`config.mk`:
```
export PLATFORM = sky130hd
export DESIGN_NAME = fetch_queue
export DESIGN_NICKNAME = d
export VERILOG_FILES = /design/src/rtl/fetch_queue.sv
export SDC_FILE = /design/constraint.sdc
export NUM_CORES = 1
export LEC_CHECK = 0
export CAP_MARGIN = 20
export CORE_MARGIN = 4
export CORE_UTILIZATION = 41
export DETAILED_ROUTE_END_ITERATION = 10
export MAX_ROUTING_LAYER = met4
export PLACE_DENSITY = 0.59
export SLEW_MARGIN = 20
export SYNTH_ARGS = -nofsm -noshare
export SYNTH_HDL_FRONTEND = slang
export SYNTH_SLANG_ARGS = --single-unit
```
`constraint.sdc`:
```
create_clock -name clk -period 8.25 [get_ports clk]
set_input_delay 1.65 -clock clk [delete_from_list [all_inputs] [get_ports clk]]
set_output_delay 1.65 -clock clk [all_outputs]
set_load 0.005 [all_outputs]
```
`src/rtl/fetch_queue.sv`:
```
// Decoupling instruction buffer between Fetch and Decode: a circular FIFO of
// {instr, pc} pairs with valid/ready handshakes, flush, occupancy count and drain flag.
module fetch_queue #(
  parameter int DEPTH  = 8,
  parameter int ADDR_W = 3
) (
  input  logic              clk,
  input  logic              reset,
  input  logic              flush,
  input  logic              in_valid,
  output logic              in_ready,
  input  logic [31:0]       in_instr,
  input  logic [31:0]       in_pc,
  output logic              out_valid,
  input  logic              out_ready,
  output logic [31:0]       out_instr,
  output logic [31:0]       out_pc,
  output logic [ADDR_W:0]   count,
  input  logic              fetch_done,
  output logic              drained
);

  localparam logic [ADDR_W:0]   FULL_COUNT = (ADDR_W+1)'(DEPTH);
  localparam logic [ADDR_W:0]   ZERO_COUNT = (ADDR_W+1)'(1'b0);
  localparam logic [ADDR_W:0]   CNT_ONE    = (ADDR_W+1)'(1'b1);
  localparam logic [ADDR_W-1:0] PTR_ZERO   = ADDR_W'(1'b0);
  localparam logic [ADDR_W-1:0] PTR_ONE    = ADDR_W'(1'b1);

  logic [63:0]       mem_q [DEPTH];
  logic [ADDR_W-1:0] head_q, head_d;
  logic [ADDR_W-1:0] tail_q, tail_d;
  logic [ADDR_W:0]   count_q, count_d;
  logic              done_q, done_d;
  logic              drained_q, drained_d;
  logic              push_fire_s, pop_fire_s;

  // Full/empty come from the registered count only, so a full queue never
  // accepts a push on the strength of a same-cycle pop.
  assign in_ready    = (count_q != FULL_COUNT);
  assign out_valid   = (count_q != ZERO_COUNT);
  assign push_fire_s = in_valid && in_ready;
  assign pop_fire_s  = out_valid && out_ready;
  assign out_instr   = out_valid ? mem_q[head_q][63:32] : 32'd0;
  assign out_pc      = out_valid ? mem_q[head_q][31:0]  : 32'd0;
  assign count       = count_q;
  assign drained     = drained_q;

  // Next-state for pointers, occupancy and the drain flags; flush overrides all.
  always_comb begin
    head_d  = head_q;
    tail_d  = tail_q;
    count_d = count_q;
    done_d  = done_q | fetch_done;
    if (flush) begin
      head_d  = PTR_ZERO;
      tail_d  = PTR_ZERO;
      count_d = ZERO_COUNT;
      done_d  = 1'b0;
    end else begin
      if (push_fire_s) tail_d = tail_q + PTR_ONE;
      else             tail_d = tail_q;
      if (pop_fire_s)  head_d = head_q + PTR_ONE;
      else             head_d = head_q;
      case ({push_fire_s, pop_fire_s})
        2'b10:   count_d = count_q + CNT_ONE;
        2'b01:   count_d = count_q - CNT_ONE;
        default: count_d = count_q;
      endcase
    end
    drained_d = done_d && (count_d == ZERO_COUNT);
  end

  // Control state with asynchronous active-low reset.
  always_ff @(posedge clk or negedge reset) begin
    if (!reset) begin
      head_q    <= PTR_ZERO;
      tail_q    <= PTR_ZERO;
      count_q   <= ZERO_COUNT;
      done_q    <= 1'b0;
      drained_q <= 1'b0;
    end else begin
      head_q    <= head_d;
      tail_q    <= tail_d;
      count_q   <= count_d;
      done_q    <= done_d;
      drained_q <= drained_d;
    end
  end

  // Entry storage needs no reset: it is only read while count marks it occupied.
  always_ff @(posedge clk) begin
    if (push_fire_s && !flush) begin
      mem_q[tail_q] <= {in_instr, in_pc};
    end
  end

endmodule

```
# Word-level counts from Yosys, hierarchy flattened
# Memory sizes are Yosys's and may differ from the RTL's.
# Index checks and enable logic that the tools add are counted.
[op_classes]
bitwise_logic = 1
reduce_logical = 9
eq_ne = 3
n_mux = 11
n_addsub = 4
[ops]
columns = ["op", "count"]
rows = [
  ["$mux W32", 2],
  ["$mux W3", 4],
  ["$pmux W4 S2", 1],
  ["$add A3 B1 Y3 const B", 2],
  ["$add A4 B1 Y4 const B", 1],
  ["$logic_and A1 B1 Y1", 4],
  ["$logic_not A4 Y1", 1],
  ["$mux W4", 1],
  ["$ne A4 B4 Y1 const B", 1],
  ["$reduce_bool A2 Y1", 2],
  ["$reduce_bool A4 Y1", 1],
  ["$sub A4 B1 Y4 const B", 1],
  ["$mux W1", 3],
  ["$eq A2 B1 Y1 const B", 1],
  ["$eq A2 B2 Y1 const B", 1],
  ["$logic_not A1 Y1", 1],
  ["$or A1 B1 Y1", 1],
]
[word_totals]
elab_cells = 34
ram_bits = 512
ff_bits = 12
out_inout_bits = 71
in_bits = 70
mem_count = 1
[mem_list]
columns = ["name", "words", "word_bits", "rd", "rd_ports_with_merged_regs", "wr", "line_no", "text"]
rows = [
  ["mem_q", 8, 64, 1, 0, 1, "29", "logic [63:0] mem_q [DEPTH];"],
]

# Depth between registers and ports, before layout
[depth]
depth_word = 7
depth_mapped = 11
depth_no_buf = 10

# Worst setup path before layout
# No wires, ideal clock.
[synth_path]
path_type = "input port to flip-flop"
from = "in in_valid"
to = "mem mem_q[0][0], enable pin"
required_ns = 7.685
setup_ns = 0.565
setup_slack_ns = 1.029
arrival_ns = 6.657
path_stages = 4
path_buffers = 1
cell_sequence = "buf_2 > nand2_1 > or3_1 > nor3_1"
[synth_between]
elab_chain_len = 4
[synth_lines]
columns = ["element", "line_no", "text"]
rows = [
  ["from (decl)", "10", "input logic in_valid,"],
  ["$logic_and A1 B1 Y1", "41", "assign push_fire_s = in_valid && in_ready;"],
  ["$logic_and A1 B1 Y1", "92", "if (push_fire_s && !flush) begin"],
  ["$mux W1", "92", ""],
  ["$mux W1 (not written as such)", "93", "mem_q[tail_q] <= {in_instr, in_pc};"],
  ["to (decl)", "29", ""],
]
# No other way between the ends.

# Worst setup path after layout
[layout_path]
from = "reg head_q[0]"
to = "out out_instr[13]"
[layout_between]
elab_chain_len = 2
[layout_lines]
columns = ["element", "line_no", "text"]
rows = [
  ["from (decl)", "30", "logic [ADDR_W-1:0] head_q, head_d;"],
  ["from (signal assigned)", "76", "head_q <= PTR_ZERO;"],
  ["from (signal assigned)", "82", "head_q <= head_d;"],
  ["$mem_v2 Z8 W64", "n/a", ""],
  ["$mux W32", "43", "assign out_instr = out_valid ? mem_q[head_q][63:32] : 32'd0;"],
  ["to (decl)", "16", "output logic [31:0] out_instr,"],
]
# No other way between the ends.

==> out/metrics.json <==
{
  "num_io_pins": 141,
  "fp.dieW_um": 230,
  "finalHoldViolations": 0,
  "clock-root-buffer": "clkbuf_16",
  "cp_slowest_cell": "dfrtp_4",
  "synth.net_count": 981,
  "cp_data_arrival_time_ns": 3.62,
  "critical_path.n_buffers_inverters": 2,
  "grt_first_pass_wirelength_um": 62500,
  "max-cap-violations": 0,
  "netlist_area_before_placement_um2": 20200,
  "cts.sink_count": 524,
  "initialDrtViolationCount": 555,
  "power.combinational.fraction": 0.216,
  "clock_power_share": 0.335,
  "cell_area_power_density_nw_per_um2": 285,
  "post-layout-total-power_mw": 6.88,
  "hpwl_um": 21400,
  "maxSlewHeadroom": 0.352,
  "post-synth-top-area-cell": "edfxtp_1",
  "peakVddDrop_v": 0.000195,
  "totalNegativeSetupSlack_ns": 0,
  "final-seq-area_um2": 15700,
  "ctsHoldBuffers": 0,
  "p_int_mw": 5.17,
  "htree_num_levels": 2,
  "timing_worst_slew_pin_value_ns": 0.972,
  "placement.setup.worst_slack_ns": 3.35,
  "synth_top_area_frac": 0.762,
  "max_clock_buf_depth": 3,
  "number_of_vias_per_cell_after_detailed_routing": 5.17,
  "fp.dieH_um": 230,
  "postCtsSetupBuffers": 0,
  "number_of_antenna_violations_at_the_first_check_in_global_routing": 4,
  "layout-area-overhead-vs-synth_pct": 19.4,
  "cts-buffers-inserted": 54,
  "cts_tree": "yes",
  "ys_types": 37,
  "fillers": 3974,
  "grtUsageTotal": 0.161,
  "ys_seq_elements": 524,
  "final_critical_path_setup_slack_ns": 2.98,
  "grt_setup_unrepaired": "false",
  "drt-wirelength-per-cell_um": 23.0,
  "gr-total-overflow": 0,
  "fin_hold_ws_ns": 0.524,
  "post_synth_inst_count": 907,
  "max_slew_violation_count": 0,
  "crit_path_leading_delay_family": "buffers and inverters",
  "dr.pass1.iters": 4,
  "clk_latency_ns": 0.58,
  "floorplan.die_area_um2": 52800,
  "synth.area.top_cells": "edfxtp_1 (76%), mux4_2 (14%), mux2i_1 (3.3%)",
  "synth_sequential_area_ratio": 0.777,
  "drcViolationCount": 0,
  "placement_rows": 81,
  "synth.yosys.warnings": 0,
  "start_util": 0.414,
  "synth_area_per_cell_um2": 22.2,
  "clk_transition_reported_paths_ns": 0.06,
  "final_min_period_over_clock_period": 0.639,
  "critical_path.startpoint_type": "flop",
  "critPathRequiredTime_ns": 6.60,
  "path_max_fanout": 39,
  "antenna_violating_nets_post_route": 0,
  "post_cts.resized_instances": 0,
  "power_switching_mw": 1.71,
  "drt-total-wl_um": 41100,
  "min_period_ns": 5.27,
  "synth_async_sr_flop_share": 0.0229,
  "grt_start_max_net_pins": 71,
  "finClkSkew_ns": 0.0226,
  "endpoint_kind": "output pin",
  "crit_path_cell_trace": "buf_4, mux4_2, mux2i_1, nor2_1, clkdlybuf4s50_1",
  "core_area_um2": 48700,
  "fmax_ghz": 0.190,
  "synth-main-ff-cell": "edfxtp_1",
  "status": "complete, no violations",
  "power.share.sequential": 0.449,
  "min-delay-path-class": "flop to flop",
  "p_leak_nw": 7.35,
  "nets": 1147,
  "drive_above_1_share": 0.214,
  "worstSetupPathType": "flop to output pin",
  "port_buffers": 140,
  "place.gp.congestion": 0.732,
  "placed_cells_incl_taps": 1681,
  "max_stage_delay_ns": 0.83,
  "layoutNonFillerInstCount": 1783,
  "first_global_vias": 9946,
  "setup_viol": 0,
  "routed-via-count": 9213,
  "power_switching_share": 0.248,
  "synth_enable_flop_cells": 512,
  "multi_input_comb_area_um2": 4310
}
-- through the flow --
step,instance area [µm²],utilization
detailed placement,22400,0.460
global placement,22400,0.460
global route,24100,0.494
CTS,24100,0.494
floorplan,20200,-
finish,24100,0.494
-- kinds of logic (layout without fill, tap and decap cells) --
| kind of cell | count (synthesis) | count (layout) | share of synthesized area |
|---|---|---|---|
| flops | 524 | 524 | 0.777 |
| mux | 194 | 194 | 0.176 |
| simple gates | 110 | 110 | 0.0246 |
| buf+inv | 53 | 260 | 0.0123 |
| compound gates | 15 | 15 | 0.00515 |
| xor+xnor | 7 | 7 | 0.00304 |
| fa+ha+maj | 4 | 4 | 0.00248 |
| other cells | 0 | 5 | 0 |
-- synth_stat cells, types with 3 or more instances --
cell / number
nand3_1: 5
a21oi_1: 6
clkbuf_1: 17
xor2_1: 5
edfxtp_1: 512
inv_1: 3
nor2_1: 84
nand2b_1: 3
mux2i_1: 66
buf_1: 6
nand2_1: 8
mux4_2: 128
ha_1: 4
dfrtp_1: 12
buf_2: 22
-- power by group through the flow --
| stage | clock, mW | combinational (mW) | sequential (mW) |
|---|---|---|---|
| floorplan | 0 | 0.921 | 3.08 |
| global placement | 0 | 1.53 | 3.15 |
| detailed placement | 0 | 1.53 | 3.15 |
| CTS | 2.37 | 1.54 | 3.09 |
| global route | 2.48 | 1.63 | 3.10 |
| finish | 2.30 | 1.49 | 3.09 |
-- flip-flops by register name, indices dropped and copies added, names as in the netlist --
name and flops:
mem_q 512, drained 1, head_q 3, count 4, tail_q 3, done_q 1
-- worst reg2reg max path, stage by stage, from the launching register on --
cell	delay (ns)
dfrtp_1	0.52
nor4_4	0.31
buf_4	0.77
inv_2	0.16
nand2_1	0.17
inv_1	0.08
ha_1	0.42
nand2b_1	0.17
o41ai_1	0.07
or4_4	0.56
nor4bb_4	0.18
-- metal layers --
layer  share of wire  vias up  track usage
li1                -     4095            -
met1            0.44     4865        0.211
met2            0.49      196        0.262
met3           0.043       57       0.0308
met4           0.019        0       0.0420
met5               0        -            -
-- area by class of cell --
cell class,count,share of cell area
Timing Repair Buffer,159,0.0651
Sequential cell,524,0.651
Clock inverter,26,0.00820
Clock buffer,71,0.0614
Inverter,4,0.000623
Multi-Input combinational cell,330,0.179
Antenna cell,5,0.000519
Tap cell,664,0.0345
-- layout by cell type (no fill, tap or decap), types with 9 or more instances in the layout --
master           count
nor2_1              78
clkbuf_16           57
clkinv_1            11
clkinv_2            10
mux2i_1             66
dfrtp_1              9
buf_4               17
mux4_2             128
clkbuf_1            14
clkdlybuf4s50_1    140
edfxtp_1           512
-- worst paths after layout --
path / to / cells past startpoint / start / slack, ns
max: out_instr[13] / 5 / head_q[0] / 2.98
max reg2reg: drained / 10 / count[2] / 4.72
min: done_q / 2 / done_q / 0.52
min reg2reg: done_q / 2 / done_q / 0.52
max in group asynchronous: head_q[2] / 1 / reset / 6.38
min in group asynchronous: tail_q[1] / 1 / reset / 1.44
(Power assumes the default switching activity.)
